`src/rtl/commit_unit_pkg.sv`:
```
// Shared types for the commit stage: ROB entry layout, status/op enums and commit FSM states.
package commit_unit_pkg;

  typedef enum logic [1:0] {empty, rob_wait, done} rob_status_t;

  typedef enum logic [2:0] {OP_ALU, OP_LOAD, OP_STORE, OP_BR, OP_JAL} op_t;

  typedef enum logic [1:0] {CS_RUN, CS_STORE_WAIT, CS_FLUSH_HOLD} commit_state_t;

  typedef struct packed {
    logic        valid;
    rob_status_t status;
    op_t         op;
    logic [31:0] pc;
    logic [31:0] insn;
    logic        regf_we;
    logic [4:0]  rd_addr;
    logic [31:0] rd_data;
    logic        br_en;
    logic        prediction;
    logic [31:0] pc_new;
    logic [4:0]  rs1_addr;
    logic [4:0]  rs2_addr;
    logic [31:0] rs1_data;
    logic [31:0] rs2_data;
    logic [31:0] mem_addr;
    logic [3:0]  mem_rmask;
    logic [3:0]  mem_wmask;
    logic [31:0] mem_rdata;
    logic [31:0] mem_wdata;
  } rob_entry_t;

  function automatic logic is_ctrl(op_t op);
    return (op == OP_BR) || (op == OP_JAL);
  endfunction

endpackage

```
`src/rtl/commit_unit_if.sv`:
```
// ROB-head / retirement bus between the reorder buffer side and the commit unit.
interface commit_unit_if
  import commit_unit_pkg::*;
#(
  parameter int ROB_DEPTH = 32
);
  localparam int IDX_W = $clog2(ROB_DEPTH);

  rob_entry_t       rob_head_i;
  logic [IDX_W-1:0] rob_head_idx_i;
  logic             rob_empty_i;
  logic             dequeue_o;
  logic             flush_o;
  logic             regf_we_o;
  logic [4:0]       regf_rd_addr_o;
  logic [31:0]      regf_rd_data_o;
  logic [IDX_W-1:0] regf_rob_idx_o;
  logic             redirect_valid_o;
  logic [31:0]      redirect_pc_o;
  logic             bp_upd_valid_o;
  logic [31:0]      bp_upd_pc_o;
  logic             bp_upd_taken_o;
  logic             store_commit_o;
  logic [IDX_W-1:0] store_idx_o;
  logic             store_ack_i;
  logic [63:0]      retired_o;

  modport master (
    input  rob_head_i, rob_head_idx_i, rob_empty_i, store_ack_i,
    output dequeue_o, flush_o, regf_we_o, regf_rd_addr_o, regf_rd_data_o, regf_rob_idx_o,
           redirect_valid_o, redirect_pc_o, bp_upd_valid_o, bp_upd_pc_o, bp_upd_taken_o,
           store_commit_o, store_idx_o, retired_o
  );

  modport slave (
    output rob_head_i, rob_head_idx_i, rob_empty_i, store_ack_i,
    input  dequeue_o, flush_o, regf_we_o, regf_rd_addr_o, regf_rd_data_o, regf_rob_idx_o,
           redirect_valid_o, redirect_pc_o, bp_upd_valid_o, bp_upd_pc_o, bp_upd_taken_o,
           store_commit_o, store_idx_o, retired_o
  );

endinterface

```
`src/rtl/commit_rvfi_mon.sv`:
```
// Registered retirement monitor: captures each retired instruction one cycle after it retires.
module commit_rvfi_mon
  import commit_unit_pkg::*;
(
  input  logic        clk,
  input  logic        rst_n,
  input  logic        retire,
  input  logic [63:0] order,
  input  rob_entry_t  head,
  input  logic        rd_we,
  input  logic        flushed,
  input  logic [31:0] redirect_pc,
  output logic        rvfi_valid,
  output logic [63:0] rvfi_order,
  output logic [31:0] rvfi_insn,
  output logic [31:0] rvfi_pc_rdata,
  output logic [31:0] rvfi_pc_wdata,
  output logic [4:0]  rvfi_rs1_addr,
  output logic [4:0]  rvfi_rs2_addr,
  output logic [31:0] rvfi_rs1_rdata,
  output logic [31:0] rvfi_rs2_rdata,
  output logic [4:0]  rvfi_rd_addr,
  output logic [31:0] rvfi_rd_wdata,
  output logic [31:0] rvfi_mem_addr,
  output logic [3:0]  rvfi_mem_rmask,
  output logic [3:0]  rvfi_mem_wmask,
  output logic [31:0] rvfi_mem_rdata,
  output logic [31:0] rvfi_mem_wdata
);

  logic unused_fields;
  assign unused_fields = ^{head.valid, head.status, head.op, head.regf_we,
                           head.br_en, head.prediction, head.pc_new};

  // retire edge -> monitor stage
  always_ff @(posedge clk or negedge rst_n) begin
    if (!rst_n) begin
      rvfi_valid     <= 1'b0;
      rvfi_order     <= '0;
      rvfi_insn      <= '0;
      rvfi_pc_rdata  <= '0;
      rvfi_pc_wdata  <= '0;
      rvfi_rs1_addr  <= '0;
      rvfi_rs2_addr  <= '0;
      rvfi_rs1_rdata <= '0;
      rvfi_rs2_rdata <= '0;
      rvfi_rd_addr   <= '0;
      rvfi_rd_wdata  <= '0;
      rvfi_mem_addr  <= '0;
      rvfi_mem_rmask <= '0;
      rvfi_mem_wmask <= '0;
      rvfi_mem_rdata <= '0;
      rvfi_mem_wdata <= '0;
    end else begin
      rvfi_valid <= retire;
      if (retire) begin
        rvfi_order     <= order;
        rvfi_insn      <= head.insn;
        rvfi_pc_rdata  <= head.pc;
        rvfi_pc_wdata  <= flushed ? redirect_pc : head.pc + 32'd4;
        rvfi_rs1_addr  <= head.rs1_addr;
        rvfi_rs2_addr  <= head.rs2_addr;
        rvfi_rs1_rdata <= head.rs1_data;
        rvfi_rs2_rdata <= head.rs2_data;
        rvfi_rd_addr   <= rd_we ? head.rd_addr : 5'd0;
        rvfi_rd_wdata  <= rd_we ? head.rd_data : 32'd0;
        rvfi_mem_addr  <= head.mem_addr;
        rvfi_mem_rmask <= head.mem_rmask;
        rvfi_mem_wmask <= head.mem_wmask;
        rvfi_mem_rdata <= head.mem_rdata;
        rvfi_mem_wdata <= head.mem_wdata;
      end
    end
  end

endmodule

```
`src/rtl/commit_unit.sv`:
```
// In-order retirement stage on the ROB read side; sole source of dequeue and flush.
// Optional retirement monitor ports are built when COMMIT_RVFI_EN is defined.
module commit_unit
  import commit_unit_pkg::*;
#(
  parameter int ROB_DEPTH    = 32,
  parameter int FLUSH_CYCLES = 2
)(
  input  logic          clk,
  input  logic          rst_n,
  commit_unit_if.master cu
`ifdef COMMIT_RVFI_EN
  ,
  output logic          rvfi_valid,
  output logic [63:0]   rvfi_order,
  output logic [31:0]   rvfi_insn,
  output logic [31:0]   rvfi_pc_rdata,
  output logic [31:0]   rvfi_pc_wdata,
  output logic [4:0]    rvfi_rs1_addr,
  output logic [4:0]    rvfi_rs2_addr,
  output logic [31:0]   rvfi_rs1_rdata,
  output logic [31:0]   rvfi_rs2_rdata,
  output logic [4:0]    rvfi_rd_addr,
  output logic [31:0]   rvfi_rd_wdata,
  output logic [31:0]   rvfi_mem_addr,
  output logic [3:0]    rvfi_mem_rmask,
  output logic [3:0]    rvfi_mem_wmask,
  output logic [31:0]   rvfi_mem_rdata,
  output logic [31:0]   rvfi_mem_wdata
`endif
);

  localparam int IDX_W = $clog2(ROB_DEPTH);

  commit_state_t    state;
  logic [3:0]       hold_cnt;
  logic [IDX_W-1:0] store_idx_q;
  logic [63:0]      retired_q;

  rob_entry_t       head;
  logic             ready, mispredict;
  logic             dequeue, flush, regf_we, redirect_valid, bp_upd_valid, bp_upd_taken, store_commit;
  logic [4:0]       rd_addr;
  logic [31:0]      rd_data, redirect_pc, bp_upd_pc;
  logic [IDX_W-1:0] regf_rob_idx, store_idx;

  assign head       = cu.rob_head_i;
  assign ready      = !cu.rob_empty_i && head.valid && (head.status == done);
  assign mispredict = is_ctrl(head.op) && (head.br_en != head.prediction);

  // Strobes are combinational and forced low while reset is asserted.
  always_comb begin
    dequeue        = 1'b0;
    flush          = 1'b0;
    regf_we        = 1'b0;
    rd_addr        = '0;
    rd_data        = '0;
    regf_rob_idx   = '0;
    redirect_valid = 1'b0;
    redirect_pc    = '0;
    bp_upd_valid   = 1'b0;
    bp_upd_pc      = '0;
    bp_upd_taken   = 1'b0;
    store_commit   = 1'b0;
    store_idx      = '0;
    if (rst_n) begin
      case (state)
        CS_RUN: begin
          if (ready) begin
            if (head.op == OP_STORE) begin
              store_commit = 1'b1;
              store_idx    = cu.rob_head_idx_i;
              dequeue      = cu.store_ack_i;
            end else begin
              if (head.regf_we && head.rd_addr != 5'd0) begin
                regf_we      = 1'b1;
                rd_addr      = head.rd_addr;
                rd_data      = head.rd_data;
                regf_rob_idx = cu.rob_head_idx_i;
              end
              if (head.op == OP_BR) begin
                bp_upd_valid = 1'b1;
                bp_upd_pc    = head.pc;
                bp_upd_taken = head.br_en;
              end
              if (mispredict) begin
                flush          = 1'b1;
                redirect_valid = 1'b1;
                redirect_pc    = head.br_en ? head.pc_new : head.pc + 32'd4;
              end else begin
                dequeue = 1'b1;
              end
            end
          end
        end
        CS_STORE_WAIT: begin
          store_commit = 1'b1;
          store_idx    = store_idx_q;
          dequeue      = cu.store_ack_i;
        end
        default: ;
      endcase
    end
  end

  always_ff @(posedge clk or negedge rst_n) begin
    if (!rst_n) begin
      state       <= CS_RUN;
      hold_cnt    <= '0;
      store_idx_q <= '0;
      retired_q   <= '0;
    end else begin
      if (dequeue || flush) retired_q <= retired_q + 64'd1;
      case (state)
        CS_RUN: begin
          if (flush) begin
            state    <= CS_FLUSH_HOLD;
            hold_cnt <= 4'(FLUSH_CYCLES);
          end else if (store_commit && !dequeue) begin
            state       <= CS_STORE_WAIT;
            store_idx_q <= cu.rob_head_idx_i;
          end
        end
        CS_STORE_WAIT: if (dequeue) state <= CS_RUN;
        CS_FLUSH_HOLD: begin
          if (hold_cnt <= 4'd1) state <= CS_RUN;
          else                  hold_cnt <= hold_cnt - 4'd1;
        end
        default: state <= CS_RUN;
      endcase
    end
  end

  assign cu.dequeue_o        = dequeue;
  assign cu.flush_o          = flush;
  assign cu.regf_we_o        = regf_we;
  assign cu.regf_rd_addr_o   = rd_addr;
  assign cu.regf_rd_data_o   = rd_data;
  assign cu.regf_rob_idx_o   = regf_rob_idx;
  assign cu.redirect_valid_o = redirect_valid;
  assign cu.redirect_pc_o    = redirect_pc;
  assign cu.bp_upd_valid_o   = bp_upd_valid;
  assign cu.bp_upd_pc_o      = bp_upd_pc;
  assign cu.bp_upd_taken_o   = bp_upd_taken;
  assign cu.store_commit_o   = store_commit;
  assign cu.store_idx_o      = store_idx;
  assign cu.retired_o        = retired_q;

`ifdef COMMIT_RVFI_EN
  commit_rvfi_mon u_rvfi_mon (
    .clk            (clk),
    .rst_n          (rst_n),
    .retire         (dequeue || flush),
    .order          (retired_q),
    .head           (head),
    .rd_we          (regf_we),
    .flushed        (flush),
    .redirect_pc    (redirect_pc),
    .rvfi_valid     (rvfi_valid),
    .rvfi_order     (rvfi_order),
    .rvfi_insn      (rvfi_insn),
    .rvfi_pc_rdata  (rvfi_pc_rdata),
    .rvfi_pc_wdata  (rvfi_pc_wdata),
    .rvfi_rs1_addr  (rvfi_rs1_addr),
    .rvfi_rs2_addr  (rvfi_rs2_addr),
    .rvfi_rs1_rdata (rvfi_rs1_rdata),
    .rvfi_rs2_rdata (rvfi_rs2_rdata),
    .rvfi_rd_addr   (rvfi_rd_addr),
    .rvfi_rd_wdata  (rvfi_rd_wdata),
    .rvfi_mem_addr  (rvfi_mem_addr),
    .rvfi_mem_rmask (rvfi_mem_rmask),
    .rvfi_mem_wmask (rvfi_mem_wmask),
    .rvfi_mem_rdata (rvfi_mem_rdata),
    .rvfi_mem_wdata (rvfi_mem_wdata)
  );
`else
  logic unused_head;
  assign unused_head = ^{head.insn, head.rs1_addr, head.rs2_addr, head.rs1_data, head.rs2_data,
                         head.mem_addr, head.mem_rmask, head.mem_wmask, head.mem_rdata, head.mem_wdata};
`endif

endmodule

```
`src/flat_wrapper.sv`:
```
// flat-port wrapper written by rule: the top's interface ports become plain ports
module commit_unit_flat import commit_unit_pkg::*;
#(
  parameter int ROB_DEPTH    = 32,
  parameter int FLUSH_CYCLES = 2
)
  (clk, rst_n, cu_rob_head_i, cu_rob_head_idx_i, cu_rob_empty_i, cu_store_ack_i, cu_dequeue_o, cu_flush_o, cu_regf_we_o, cu_regf_rd_addr_o, cu_regf_rd_data_o, cu_regf_rob_idx_o, cu_redirect_valid_o, cu_redirect_pc_o, cu_bp_upd_valid_o, cu_bp_upd_pc_o, cu_bp_upd_taken_o, cu_store_commit_o, cu_store_idx_o, cu_retired_o);
  commit_unit_if #(.ROB_DEPTH(ROB_DEPTH)) cu_i ();
  input  logic clk;
  input  logic rst_n;
  input wire logic [$bits(cu_i.rob_head_i)-1:0] cu_rob_head_i;
  input wire logic [$bits(cu_i.rob_head_idx_i)-1:0] cu_rob_head_idx_i;
  input wire logic [$bits(cu_i.rob_empty_i)-1:0] cu_rob_empty_i;
  input wire logic [$bits(cu_i.store_ack_i)-1:0] cu_store_ack_i;
  output wire logic [$bits(cu_i.dequeue_o)-1:0] cu_dequeue_o;
  output wire logic [$bits(cu_i.flush_o)-1:0] cu_flush_o;
  output wire logic [$bits(cu_i.regf_we_o)-1:0] cu_regf_we_o;
  output wire logic [$bits(cu_i.regf_rd_addr_o)-1:0] cu_regf_rd_addr_o;
  output wire logic [$bits(cu_i.regf_rd_data_o)-1:0] cu_regf_rd_data_o;
  output wire logic [$bits(cu_i.regf_rob_idx_o)-1:0] cu_regf_rob_idx_o;
  output wire logic [$bits(cu_i.redirect_valid_o)-1:0] cu_redirect_valid_o;
  output wire logic [$bits(cu_i.redirect_pc_o)-1:0] cu_redirect_pc_o;
  output wire logic [$bits(cu_i.bp_upd_valid_o)-1:0] cu_bp_upd_valid_o;
  output wire logic [$bits(cu_i.bp_upd_pc_o)-1:0] cu_bp_upd_pc_o;
  output wire logic [$bits(cu_i.bp_upd_taken_o)-1:0] cu_bp_upd_taken_o;
  output wire logic [$bits(cu_i.store_commit_o)-1:0] cu_store_commit_o;
  output wire logic [$bits(cu_i.store_idx_o)-1:0] cu_store_idx_o;
  output wire logic [$bits(cu_i.retired_o)-1:0] cu_retired_o;
  assign cu_i.rob_head_i = cu_rob_head_i;
  assign cu_i.rob_head_idx_i = cu_rob_head_idx_i;
  assign cu_i.rob_empty_i = cu_rob_empty_i;
  assign cu_i.store_ack_i = cu_store_ack_i;
  assign cu_dequeue_o = cu_i.dequeue_o;
  assign cu_flush_o = cu_i.flush_o;
  assign cu_regf_we_o = cu_i.regf_we_o;
  assign cu_regf_rd_addr_o = cu_i.regf_rd_addr_o;
  assign cu_regf_rd_data_o = cu_i.regf_rd_data_o;
  assign cu_regf_rob_idx_o = cu_i.regf_rob_idx_o;
  assign cu_redirect_valid_o = cu_i.redirect_valid_o;
  assign cu_redirect_pc_o = cu_i.redirect_pc_o;
  assign cu_bp_upd_valid_o = cu_i.bp_upd_valid_o;
  assign cu_bp_upd_pc_o = cu_i.bp_upd_pc_o;
  assign cu_bp_upd_taken_o = cu_i.bp_upd_taken_o;
  assign cu_store_commit_o = cu_i.store_commit_o;
  assign cu_store_idx_o = cu_i.store_idx_o;
  assign cu_retired_o = cu_i.retired_o;
  commit_unit #(.ROB_DEPTH(ROB_DEPTH), .FLUSH_CYCLES(FLUSH_CYCLES)) u_core (.clk(clk), .rst_n(rst_n), .cu(cu_i));
endmodule
```
`config.mk`:
```
export PLATFORM = sky130hd
export DESIGN_NAME = commit_unit_flat
export DESIGN_NICKNAME = d
export VERILOG_FILES = /design/src/rtl/commit_unit_pkg.sv /design/src/rtl/commit_unit_if.sv /design/src/rtl/commit_rvfi_mon.sv /design/src/rtl/commit_unit.sv /design/src/flat_wrapper.sv
export SDC_FILE = /design/constraint.sdc
export NUM_CORES = 1
export LEC_CHECK = 0
export ABC_AREA = 1
export CORE_AREA = 8 8 192 194
export CTS_BUF_LIST = sky130_fd_sc_hd__clkbuf_8 sky130_fd_sc_hd__clkbuf_16
export DETAILED_ROUTE_END_ITERATION = 10
export DIE_AREA = 0 0 200 202
export SYNTH_ARGS = -nofsm -noshare
export SYNTH_HDL_FRONTEND = slang
export SYNTH_SLANG_ARGS = --single-unit
```
`constraint.sdc`:
```
create_clock -name clk -period 4.17 [get_ports clk]
set_input_delay 1.251 -clock clk [delete_from_list [all_inputs] [get_ports clk]]
set_output_delay 1.251 -clock clk [all_outputs]
set_load 0.02 [all_outputs]
```
==> results.tsv, run 1 <==
stage	metric	value	unit
status	status	finished, final reports clean	
yosys	multiplexer share of the synthesized area	0	
yosys	top post-synthesis cells by area	dfrtp_1, nand2_1, nor2_1	
finish	Layout Nets	2045	
global_routing	vias in the first global route	9515	
finish	P&R area growth vs syn	67.8	%
detailed_routing	number of DRC markers in iteration 0	561	
place	Area after DPL	11500	um^2
power_and_ir_drop	Max rail drop VDD	248	uV
setup_path	Crit path required time	2.92	ns
clock_network	H-tree depth	3	
sta	hold slack final	0.475	ns
global_routing	initial antenna violation count	7	
die	core area	33900	um^2
setup_path	CP Capture Type	output pin	
yosys	Synth Net Count	1634	
yosys	area leader, netlist	dfrtp_1	
hold_path	HP Class	reg -> reg	
clock_network	later-pin clock latency in the skew report	0.34	ns
power_and_ir_drop	P_leak	5.89	nW
die	Chip Height	202	um
setup_path	Critical Path AT	2.83	ns
die	Starting Density	0.212	
power_and_ir_drop	PD cells	199	nW/um^2
finish	share of post-route cells with drive strength above 1	0.211	
global_routing	largest net degree at the start of global routing	68	
detailed_routing	routed via count	9473	
sta	Max Fclk	245	MHz
global_routing	total congestion overflow	0	
detailed_routing	DRC violations left	0	
clock_network	CTS sink cnt	75	
sta	number of setup violations in the final report	0	
yosys	Synth Cell Area	7200	um^2
flow_run	number of max-cap violations	0	
clock_network	CTS buffer count	9	
detailed_routing	vias per inst	4.36	
setup_path	kind of critical path	in -> out	
yosys	asr flop ratio synth	1.00	
yosys	sequential share of the synthesized area	0.261	
place	port bufs	300	
yosys	Yosys reg bits	75	
yosys	top_reg_cell synth	dfrtp_1	
sta	skew final	0.0122	ns
setup_path	largest fanout on the critical path	3	
setup_path	Worst setup SP type	input port	
sta	Hold Violations, Final	0	
sta	Slew HR	0.492	
die	IO Pins	511	
die	die width	200	um
die	DIE AREA	40400	um^2
global_routing	met2 usage	0.289	
yosys	Compound-Gate Fraction of Synth Area	0.0417	
clock_network	Post-CTS Hold Fix Bufs	0	
clock_network	clk buf depth	2	
detailed_routing	final wirelength	35700	um
place	detailed placement HPWL	29100	um
yosys	Post-synth EDFFs	0	
clock_network	CTS clock-pin slew for the worst setup and hold paths	0.06	ns
finish	commonest non-fill, non-tap cell in the layout	nand2_1	
yosys	post-synthesis xor/xnor area fraction	0.0450	
sta	Slew Limit Fails	0	
yosys	Synth Instances	1301	
finish	most frequent cells in the layout	nand2_1, nor2_1, buf_4, inv_1, clkdlybuf4s50_1	
sta	RSZ-0062 raised after global routing	no	
finish	Layout Utilization	0.356	
die	row cnt	68	
yosys	top cell type's share of synthesized area	0.261	
place	gpl congestion	0.935	
clock_network	CTS tree	done	
global_routing	Tot GR Track Use	0.173	
sta	crit share post-route	0.979	
global_routing	first-pass GRT wire length	54400	um
global_routing	busiest grt layer	met2	
yosys	Synth warnings	0	
finish	fin area	12100	um^2
yosys	library cells used by synthesis	30	
detailed_routing	drt wl/cell	16.4	um
detailed_routing	Detail Route Antenna Nets	0	
yosys	largest family of logic cells by synthesized area	simple AND/OR/NAND/NOR gates	
global_routing	met3 Use GR	0.0537	
sta	Slew @ Worst Pin	0.763	ns
sta	Final min period	4.08	ns
detailed_routing	Initial DRT Pass Iterations	5	
yosys	Adder-Cell Fraction of Synth Area	0.00695	
yosys	Post-Synth Simple-Gate Area	0.532	
global_routing	grt met1 use	0.205	
clock_network	CTS Root Cell	clkbuf_16	
yosys	Mean Syn Cell Area	5.53	um^2
[metal layers]
| metal | share of wire | wire length [um] | up-vias |
|---|---|---|---|
| met2 | 0.47 | 16800 | 343 |
| met1 | 0.41 | 14600 | 4225 |
| li1 | - | - | 4836 |
| met4 | 0.030 | 1060 | 10 |
| met5 | 0.0019 | 67 | - |
| met3 | 0.088 | 3140 | 59 |
[cell usage after synthesis, types with 2 or more instances]
cell	instances
nand2_1	461
nor2_1	281
inv_1	161
nand3_1	128
dfrtp_1	75
o21ai_0	34
nand4_1	26
xnor2_1	22
buf_2	16
xor2_1	15
nor3_1	13
a21oi_1	12
buf_1	7
clkbuf_1	7
a31oi_1	6
buf_4	5
nor2_2	5
nor2_4	5
ha_1	4
buf_6	3
inv_2	3
nand2_2	2
nand3b_1	2
o211ai_1	2
[power by group]
part	internal, W	switching [W]	leakage (nW)	total [W]
clock network	0.000572	0.000311	0.170	0.000884
logic	0.000288	0.000406	4.68	0.000694
registers	0.000774	0.0000497	1.03	0.000823
[area by class of cell]
cell class	count	area, um^2
timing repair buffer	438	3880
sequential	75	1880
multi-input combinational	1024	4790
fill	3730	21900
inverter	164	618
antenna	2	5.00
tap	455	569
clock buffer	12	267
clock inverter	4	72.6
[cells by family after synthesis]
family / count (synthesis)
DFF: 75
xor gates and xnor gates: 37
buffers and inverters: 202
adders and majority gates: 4
AOI/OAI and AO/OA: 56
and+or+nand+nor: 927
[flip-flops by register name, indices dropped and copies added, names as in the netlist]
name,flops
u_core.state,2
u_core.hold_cnt,4
u_core.store_idx_q,5
u_core.cu.retired_o,64
[metrics by stage]
stage | std cells | setup TNS (ns) | total power [W] | worst slack, ns
after CTS | 2172 | -0.428 | 0.00242 | -0.0388
after global placement | 2137 | -56.67 | 0.00152 | -0.643
after floorplan | 1301 | 0 | 0.00115 | 0.245
after detailed placement | 2137 | -59.22 | 0.00153 | -0.643
final | 2174 | 0 | 0.00240 | 0.0875
after global routing | 2174 | 0 | 0.00252 | 0.00525
[final timing paths]
kind / startpoint / endpoint / slack, ns / cells after the start
worst max-delay path: cu_rob_head_i[293] / cu_redirect_pc_o[26] / 0.09 / 13
worst min-delay path: u_core.store_idx_q[2] / u_core.store_idx_q[2] / 0.48 / 2
worst max register to register: u_core.state[1] / u_core.cu.retired_o[29] / 1.47 / 14
worst min register to register: u_core.store_idx_q[2] / u_core.store_idx_q[2] / 0.48 / 2
max in group asynchronous: rst_n / u_core.cu.retired_o[23] / 2.20 / 3
min in group asynchronous: rst_n / u_core.cu.retired_o[55] / 1.03 / 2
[worst max-delay path: stages]
cell	delay (ns)
dlygate4sd2_1	0.27
nand2_1	0.12
nor3_4	0.25
buf_4	0.16
nand2_1	0.08
buf_4	0.15
nor2_4	0.08
nand2_1	0.05
nand2_1	0.05
nand3_1	0.09
nand2_1	0.07
inv_1	0.04
buf_4	0.15
[repair_timing]
action                     4_1_cts  5_1_grt
pin swaps                       17       16
setup buffers                   16        1
cloned                           3        0
resized for setup              523       75
setup endpoints to repair      117      103
(Power assumes the default switching activity.)
==> run 2, diff against run 1 <==
- CORE_AREA: 8 8 192 194 -> 8 8 194 196
- DIE_AREA: 0 0 200 202 -> 0 0 202 204
- clock period: 4.17 -> 4.2 ns (I/O delays scaled with it)
==> results.tsv, run 2 (synthesized netlist as in run 1, its figures left out) <==
stage	metric	value	unit
die	die width	202	um
finish	share of post-route cells with drive strength above 1	0.182	
global_routing	largest net degree at the start of global routing	77	
clock_network	CTS buffer count	9	
clock_network	CTS clock-pin slew for the worst setup and hold paths	0.06	ns
finish	Largest register FFs	64	
sta	number of setup violations in the final report	0	
setup_path	crit-path max cell delay	0.52	ns
flow_run	number of max-cap violations	0	
setup_path	Top cell by count, worst path	nand2_1	
sta	Slew Limit Fails	0	
detailed_routing	Initial DRT Pass Iterations	5	
setup_path	critical path, cell by cell	clkdlybuf4s50_1, inv_2, nor3_2, buf_4, nand2_2, nor2_2, nand2_1, nand2_1, nand3_1, nand2_1, inv_1, buf_2	
detailed_routing	final wirelength	35400	um
clock_network	CTS sink cnt	75	
sta	crit share post-route	0.978	
status	status	finished, final reports clean	
finish	commonest non-fill, non-tap cell in the layout	nand2_1	
global_routing	initial antenna violation count	4	
place	detailed placement HPWL	28800	um
die	row cnt	69	
die	core area	34800	um^2
sta	Slew @ Worst Pin	1.01	ns
setup_path	Critical Path AT	2.85	ns
detailed_routing	number of DRC markers in iteration 0	604	
sta	hold slack final	0.474	ns
finish	P&R area growth vs syn	61.6	%
global_routing	vias in the first global route	9564	
detailed_routing	routed via count	9434	
setup_path	kind of critical path	in -> out	
place	Area after DPL	11400	um^2
hold_path	HP Class	reg -> reg	
finish	non-filler instance count after layout	2162	
setup_path	Worst setup SP type	input port	
place	port bufs	300	
setup_path	CP max-delay cell	clkdlybuf4s50_1	
die	DIE AREA	41200	um^2
clock_network	clk buf depth	2	
power_and_ir_drop	P_leak	5.73	nW
clock_network	CTS Root Cell	clkbuf_16	
global_routing	Tot GR Track Use	0.166	
finish	fillers	3890	
sta	Final min period	4.11	ns
detailed_routing	vias per inst	4.36	
setup_path	largest fanout on the critical path	3	
finish	Layout Nets	2030	
die	IO Pins	511	
place	placed instance count	2131	
power_and_ir_drop	Max rail drop VDD	162	uV
setup_path	CP Capture Type	output pin	
global_routing	first-pass GRT wire length	54400	um
detailed_routing	Met2 Wirelength	17200	um
place	gpl congestion	0.905	
die	Starting Density	0.207	
global_routing	total congestion overflow	0	
sta	skew final	0.00995	ns
finish	most frequent cells in the layout	nand2_1, nor2_1, clkdlybuf4s50_1, inv_1, nand3_1	
clock_network	later-pin clock latency in the skew report	0.34	ns
detailed_routing	DRC violations left	0	
power_and_ir_drop	PD cells	190	nW/um^2
detailed_routing	met1 wire length	14600	um
detailed_routing	drt wl/cell	16.4	um
detailed_routing	Detail Route Antenna Nets	0	
die	Chip Height	204	um
sta	Max Fclk	243	MHz
clock_network	H-tree depth	3	
sta	Hold Violations, Final	0	
sta	Slew HR	0.327	
place	pre-CTS WS	-0.681	ns
finish	fin area	11600	um^2
sta	final worst-path setup slack	0.0931	ns
detailed_routing	met3 WL	2900	um
clock_network	CTS tree	done	
detailed_routing	DR top layer	met5	
setup_path	Crit path required time	2.94	ns
run 2: changes by cell type in the layout (fill, tap and decap cells not counted), moves of 7 or more:
| cell | delta |
|---|---|
| buf_4 | -40 |
| nor2_1 | +20 |
| clkbuf_2 | +19 |
| clkdlybuf4s15_2 | -17 |
| nor2_2 | -13 |
| buf_2 | +12 |
| dlygate4sd2_1 | +12 |
| buf_6 | -9 |
| nand2_2 | +9 |
| clkdlybuf4s15_1 | +8 |
| nand2_1 | -8 |
| nor2_4 | -7 |
run 2: final timing paths:
kind	start	endpoint	slack, ns	cells past startpoint
min	u_core.store_idx_q[4]	u_core.store_idx_q[4]	0.47	2
max reg2reg	u_core.state[1]	u_core.cu.retired_o[4]	1.55	14
max	cu_rob_head_i[301]	cu_redirect_pc_o[20]	0.09	12
min reg2reg	u_core.store_idx_q[4]	u_core.store_idx_q[4]	0.47	2
min in group asynchronous	rst_n	u_core.cu.retired_o[15]	1.20	2
max in group asynchronous	rst_n	u_core.cu.retired_o[51]	2.35	2
run 2: cell type report:
class | count | area (um^2) | area share
inverter | 164 | 623 | 0.0536
antenna | 2 | 5.00 | 0.000430
clock buffer | 10 | 239 | 0.0205
timing repair inverter | 1 | 6.26 | 0.000538
sequential | 75 | 1880 | 0.161
timing repair buffer | 422 | 3570 | 0.307
tap | 461 | 577 | 0.0496
clock inverter | 3 | 17.5 | 0.00151
multi-input combinational | 1024 | 4720 | 0.406
run 2: what timing repair did:
action | CTS | global route
resized for setup | 341 | 136
setup buffers | 14 | 1
pin swaps | 14 | 14
gates cloned | 2 | 0
endpoints found under the setup margin | 114 | 108
hold buffers | 0 | 0
run 2: power breakdown:
part | total [W] | internal (W) | switching (W)
sequential | 0.000817 | 0.000768 | 0.0000481
clock | 0.000703 | 0.000404 | 0.000299
combinational | 0.000685 | 0.000286 | 0.000400
run 2: worst max-delay path: cells and delay by family:
kind	cells	cell delay (ns)
buffers and inverters	5	0.92
AND/OR/NAND/NOR	7	0.68
run 2: through the flow:
stage,TNS (ns),util,power (W)
2_1_floorplan,0,-,0.00114
3_3_place_gp,-55.02,0.329,0.00151
3_5_place_dp,-57.37,0.329,0.00152
4_1_cts,0,0.342,0.00222
5_1_grt,-0.00987,0.334,0.00232
6_report,0,0.334,0.00220
run 2: per-layer routing:
layer / up-vias / global-route usage
li1: 4798 / -
met3: 39 / 0.0509
met4: 4 / 0.0470
met5: - / 0
met2: 317 / 0.288
met1: 4276 / 0.197
